File: config.mk
export PLATFORM = sky130hd
export DESIGN_NAME = multi_counter
export DESIGN_NICKNAME = d
export VERILOG_FILES = /design/src/rtl/multi_counter_pkg.sv /design/src/rtl/multi_counter_counter_lane.sv /design/src/rtl/multi_counter.sv
export SDC_FILE = /design/constraint.sdc
export NUM_CORES = 1
export LEC_CHECK = 0
export ABC_AREA = 1
export CORE_UTILIZATION = 45
export DETAILED_ROUTE_END_ITERATION = 12
export GPL_ROUTABILITY_DRIVEN = 0
export HOLD_SLACK_MARGIN = 0.08
export PLACE_DENSITY = 0.7
export SETUP_SLACK_MARGIN = 0.4
export SYNTH_ARGS = -nofsm -noshare
export SYNTH_HDL_FRONTEND = slang
export SYNTH_HIERARCHICAL = 1
export SYNTH_SLANG_ARGS = --single-unit
File: constraint.sdc
create_clock -name clk -period 2 [get_ports clk]
set_input_delay 0.4 -clock clk [delete_from_list [all_inputs] [get_ports clk]]
set_output_delay 0.4 -clock clk [all_outputs]
set_load 0.01 [all_outputs]
File: src/rtl/multi_counter_pkg.sv
// Shared types and helpers for the multi-lane event counter.
package multi_counter_pkg;

   typedef enum {MODE_WRAP, MODE_SAT} cnt_mode_e;

   typedef enum logic {SNAP_IDLE, SNAP_DRAIN} snap_state_e;

   function automatic int ch_width(input int n);
      return (n > 1) ? $clog2(n) : 1;
   endfunction

endpackage

File: src/rtl/multi_counter_counter_lane.sv
// One counter lane: load > (inc xor dec) > hold, with wrap or saturate at
// the 0 / MAX_COUNT bounds and a registered terminal-count pulse.
module counter_lane
   import multi_counter_pkg::*;
#(
   parameter int        WIDTH     = 16,
   parameter int        MAX_COUNT = 2**WIDTH - 1,
   parameter cnt_mode_e MODE      = MODE_WRAP
) (
   input  logic             clk,
   input  logic             rst_n,
   input  logic             inc_in,
   input  logic             dec_in,
   input  logic             load_in,
   input  logic [WIDTH-1:0] load_val_in,
   output logic [WIDTH-1:0] count_out,
   output logic             tc_out
);

   localparam logic [WIDTH-1:0] MAX_C = WIDTH'(MAX_COUNT);
   localparam logic [WIDTH-1:0] ONE   = WIDTH'(1);

   logic [WIDTH-1:0] count_q, count_d;
   logic             tc_q, tc_d;

   always_comb begin
      count_d = count_q;
      tc_d    = 1'b0;
      if (load_in) begin
         count_d = (load_val_in > MAX_C) ? MAX_C : load_val_in;
      end else if (inc_in && !dec_in) begin
         if (count_q >= MAX_C) begin
            tc_d    = 1'b1;
            count_d = (MODE == MODE_SAT) ? MAX_C : '0;
         end else begin
            count_d = count_q + ONE;
         end
      end else if (dec_in && !inc_in) begin
         if (count_q == '0) begin
            tc_d    = 1'b1;
            count_d = (MODE == MODE_SAT) ? '0 : MAX_C;
         end else begin
            count_d = count_q - ONE;
         end
      end
   end

   always_ff @(posedge clk) begin
      if (!rst_n) begin
         count_q <= '0;
         tc_q    <= 1'b0;
      end else begin
         count_q <= count_d;
         tc_q    <= tc_d;
      end
   end

   assign count_out = count_q;
   assign tc_out    = tc_q;

endmodule

File: src/rtl/multi_counter.sv
// NUM_CH independent counter lanes plus a snapshot engine that freezes all
// lanes at once and streams them out one word per valid/ready handshake.
//
//  state      | meaning
//  SNAP_IDLE  | waiting for snap_req_in; readout idle
//  SNAP_DRAIN | presenting shadow[idx] until the last lane is accepted
module multi_counter
   import multi_counter_pkg::*;
#(
   parameter int        WIDTH     = 16,
   parameter int        NUM_CH    = 4,
   parameter int        MAX_COUNT = 2**WIDTH - 1,
   parameter cnt_mode_e MODE      = MODE_WRAP,
   localparam int       CH_W      = ch_width(NUM_CH)
) (
   input  logic                    clk,
   input  logic                    rst_n,
   input  logic [NUM_CH-1:0]       inc_in,
   input  logic [NUM_CH-1:0]       dec_in,
   input  logic [NUM_CH-1:0]       load_in,
   input  logic [WIDTH-1:0]        load_val_in,
   output logic [NUM_CH*WIDTH-1:0] count_out,
   output logic [NUM_CH-1:0]       tc_out,
   input  logic                    snap_req_in,
   output logic                    snap_busy_out,
   output logic                    rd_valid_out,
   input  logic                    rd_ready_in,
   output logic [CH_W-1:0]         rd_chan_out,
   output logic [WIDTH-1:0]        rd_data_out
);

   localparam logic [CH_W-1:0] LAST_IDX = CH_W'(NUM_CH - 1);
   localparam logic [CH_W-1:0] ONE_IDX  = CH_W'(1);

   logic [WIDTH-1:0] lane_cnt [NUM_CH];

   for (genvar i = 0; i < NUM_CH; i++) begin : g_lane
      counter_lane #(
         .WIDTH     (WIDTH),
         .MAX_COUNT (MAX_COUNT),
         .MODE      (MODE)
      ) u_lane (
         .clk         (clk),
         .rst_n       (rst_n),
         .inc_in      (inc_in[i]),
         .dec_in      (dec_in[i]),
         .load_in     (load_in[i]),
         .load_val_in (load_val_in),
         .count_out   (lane_cnt[i]),
         .tc_out      (tc_out[i])
      );
      assign count_out[i*WIDTH +: WIDTH] = lane_cnt[i];
   end

   snap_state_e      state_q, state_d;
   logic [CH_W-1:0]  idx_q, idx_d;
   logic [WIDTH-1:0] shadow_q [NUM_CH];
   logic [WIDTH-1:0] shadow_d [NUM_CH];
   logic             valid_q, valid_d;
   logic [CH_W-1:0]  chan_q, chan_d;
   logic [WIDTH-1:0] data_q, data_d;

   always_comb begin
      state_d  = state_q;
      idx_d    = idx_q;
      shadow_d = shadow_q;
      case (state_q)
         SNAP_IDLE: begin
            if (snap_req_in) begin
               shadow_d = lane_cnt;
               idx_d    = '0;
               state_d  = SNAP_DRAIN;
            end
         end
         SNAP_DRAIN: begin
            // Requests here are dropped, including one coinciding with the last handshake.
            if (rd_ready_in) begin
               if (idx_q == LAST_IDX) begin
                  state_d = SNAP_IDLE;
                  idx_d   = '0;
               end else begin
                  idx_d = idx_q + ONE_IDX;
               end
            end
         end
      endcase
      // Readout outputs are registered from the next state so they line up with it.
      valid_d = (state_d == SNAP_DRAIN);
      chan_d  = valid_d ? idx_d : '0;
      data_d  = valid_d ? shadow_d[idx_d] : '0;
   end

   always_ff @(posedge clk) begin
      if (!rst_n) begin
         state_q  <= SNAP_IDLE;
         idx_q    <= '0;
         shadow_q <= '{default: '0};
         valid_q  <= 1'b0;
         chan_q   <= '0;
         data_q   <= '0;
      end else begin
         state_q  <= state_d;
         idx_q    <= idx_d;
         shadow_q <= shadow_d;
         valid_q  <= valid_d;
         chan_q   <= chan_d;
         data_q   <= data_d;
      end
   end

   assign snap_busy_out = valid_q;
   assign rd_valid_out  = valid_q;
   assign rd_chan_out   = chan_q;
   assign rd_data_out   = data_q;

endmodule

==> impl_metrics.json <==
{
  "netlist_area_um2": 11000,
  "final_hold_viol_count": 0,
  "viasPerCell": 5.58,
  "fillers": 2270,
  "grt_pass1_wl_um": 60900,
  "pin_count": 120,
  "grt_max_degree": 43,
  "fin_nets": 2033,
  "cts_tree": "done",
  "port_buffers": 119,
  "critical_path.startpoint": "load_in[0]",
  "arrival_ns": 1.97,
  "ant_nets": 0,
  "worstSetupPathType": "in2reg",
  "die_y_um": 158,
  "synth_seq_area_share": 0.280,
  "p_total_uw": 10300,
  "ys_ff_latch": 153,
  "core_region_area_um2": 23700,
  "ys.flop_type": "dfxtp_1",
  "dr.pass1.iters": 7,
  "worstMarginPinSlew_ns": 0.555,
  "start_util": 0.463,
  "drive_above_1_share": 0.240,
  "syn-mean-instance-area_um2": 6.10,
  "hp-class": "reg2reg",
  "fin_cells": 2319,
  "max-slew-margin-rel": 0.629,
  "die_area_um2": 25000,
  "drv_cap": 0,
  "cts.sinks": 153,
  "placed_cell_area_um2": 12800,
  "status": "completed",
  "setup.worst_path.start_class": "primary input",
  "p_leak_uw": 0.00710,
  "antenna_found_initial": 0,
  "finClkSkew_ns": 0.00624,
  "cts_buffer_depth": 2,
  "cp-end-kind": "flop",
  "die_w_um": 158,
  "postLayoutSetupSlackWorst_ns": 0.335,
  "area_growth_pct": 32.5,
  "root_buffer": "clkbuf_16",
  "antenna_cells": 0,
  "post_drt_wl_per_cell_um": 17.4,
  "htreeDepth": 4,
  "detailed_place_hpwl_um": 28200,
  "routed_wirelength_um": 40500,
  "period_share": 0.832,
  "r2r_start": "g_lane[3].u_lane/count_out[1]",
  "mostFrequentLayoutCell": "nand2_1",
  "synth_cell_types": 36,
  "finalSetupViolations": 0,
  "power.density_nw_per_um2": 712,
  "slew_viol_final": 0,
  "async_flop_share": 0,
  "post-route-drc-count": 0,
  "grt_overflow": 0,
  "cts_buffers": 17,
  "netlist_instances": 1796,
  "hold_buffers": 0,
  "grt_pass1_vias": 11600,
  "rsz0062_at_grt": "yes",
  "row_count": 56,
  "min-delay-start": "shadow_q[58]",
  "pre_cts_slack_ns": -0.132,
  "path_clk_slew_ns": 0.06,
  "synth_nets": 1841,
  "grtUsageTotal": 0.316,
  "critPathMaxFanout": 11,
  "ys_warn_count": 6,
  "max_freq_mhz": 601,
  "design_area_um2": 14500,
  "synth-edff-count": 0,
  "required_ns": 2.30,
  "place_inst": 2248,
  "multi_input_area_um2": 7280,
  "ir_drop_uv": 469,
  "drt-initial-drc-count": 1393,
  "finalSetupTns_ns": 0,
  "final_cell_mix": "459 x nand2_1, 174 x inv_1, 167 x nor2_1",
  "layout_min_cycle_time_ns": 1.66,
  "insertion_delay_ns": 0.43,
  "seqCellArea_um2": 3250,
  "vias": 12900
}
## cells by family (layout without fill, tap and decap cells)
group	after synthesis	after routing	synth area share
simple gates	1084	1084	0.460
flops	153	153	0.280
compound gates	246	246	0.116
xor+xnor	24	24	0.0192
buf+inv	276	480	0.111
fa+ha+maj	13	13	0.0148
## per-layer routing
metal,global-route usage,vias up,wire [um]
met1,0.408,5916,16300
met2,0.503,754,18200
li1,-,6137,-
met5,0,-,0
met3,0.0580,142,4120
met4,0.154,0,1860
## sequential cells by signal, summed over array words and instances, names as in the netlist
register / count
rd_data_out: 16
rd_valid_out: 1
g_lane.u_lane/tc_out: 4
shadow_q: 64
g_lane.u_lane/count_out: 64
idx_q: 2
rd_chan_out: 2
## worst max-delay path: stages
cell and delay, ns:
clkdlybuf4s50_1 0.60, inv_1 0.41, nand2_1 0.14, inv_2 0.12
nand3_1 0.11, nand2_1 0.11, a21oi_2 0.06
## layout make-up
type                    instances  share of cell area
well taps                     319              0.0275
multi-input cells            1367               0.501
repair buffers                238               0.149
flip-flops and latches        153               0.224
clock buffers                  20              0.0314
clock inverters                11              0.0107
inverters                     211              0.0569
## cell usage after synthesis, types with 8 or more instances
cell type / instances / area [um^2]
ha_1: 13 / 163
or2_0: 18 / 113
buf_2: 19 / 95.1
inv_2: 22 / 82.6
a21oi_1: 89 / 445
o21ai_1: 17 / 85.1
nand3b_1: 16 / 120
nand2_2: 24 / 150
nand4_1: 36 / 225
nor2_1: 203 / 762
or2_2: 32 / 200
nor2_2: 29 / 181
buf_6: 14 / 158
or2_1: 22 / 138
nor2_4: 23 / 259
dfxtp_1: 153 / 3060
xor2_1: 24 / 210
clkbuf_1: 18 / 67.6
nand2_1: 474 / 1780
nand3_1: 186 / 931
nor3_1: 8 / 40.0
inv_1: 188 / 706
o21ai_0: 127 / 636
## metrics by stage
stage | utilization | hold slack, ns
finish | 0.613 | 0.498
global route | 0.613 | 0.547
CTS | 0.577 | 0.499
detailed placement | 0.542 | 0.481
global placement | 0.542 | 0.479
floorplan | - | 0.459
## final timing paths
path / end / slack (ns) / cells after the start
hold / removal: shadow_q[58] / 0.50 / 2
hold reg to reg: shadow_q[58] / 0.50 / 2
setup reg to reg: g_lane[3].u_lane/count_out[7] / 0.38 / 11
setup / recovery: g_lane[0].u_lane/count_out[4] / 0.34 / 7
## power breakdown
group	total (uW)	internal, uW	switching [uW]
clock network	3400	2050	1350
logic	3230	1240	1990
registers	3720	3340	379
## repair_timing
item | 4_1_cts | 5_1_grt
pin swaps | 9 | 51
gates resized for setup | 226 | 188
hold endpoints to repair | 0 | 0
setup buffers | 6 | 30
cloned | 0 | 4
setup endpoints to repair | 166 | 87
Note: power is estimated with default switching activity, not from simulation.
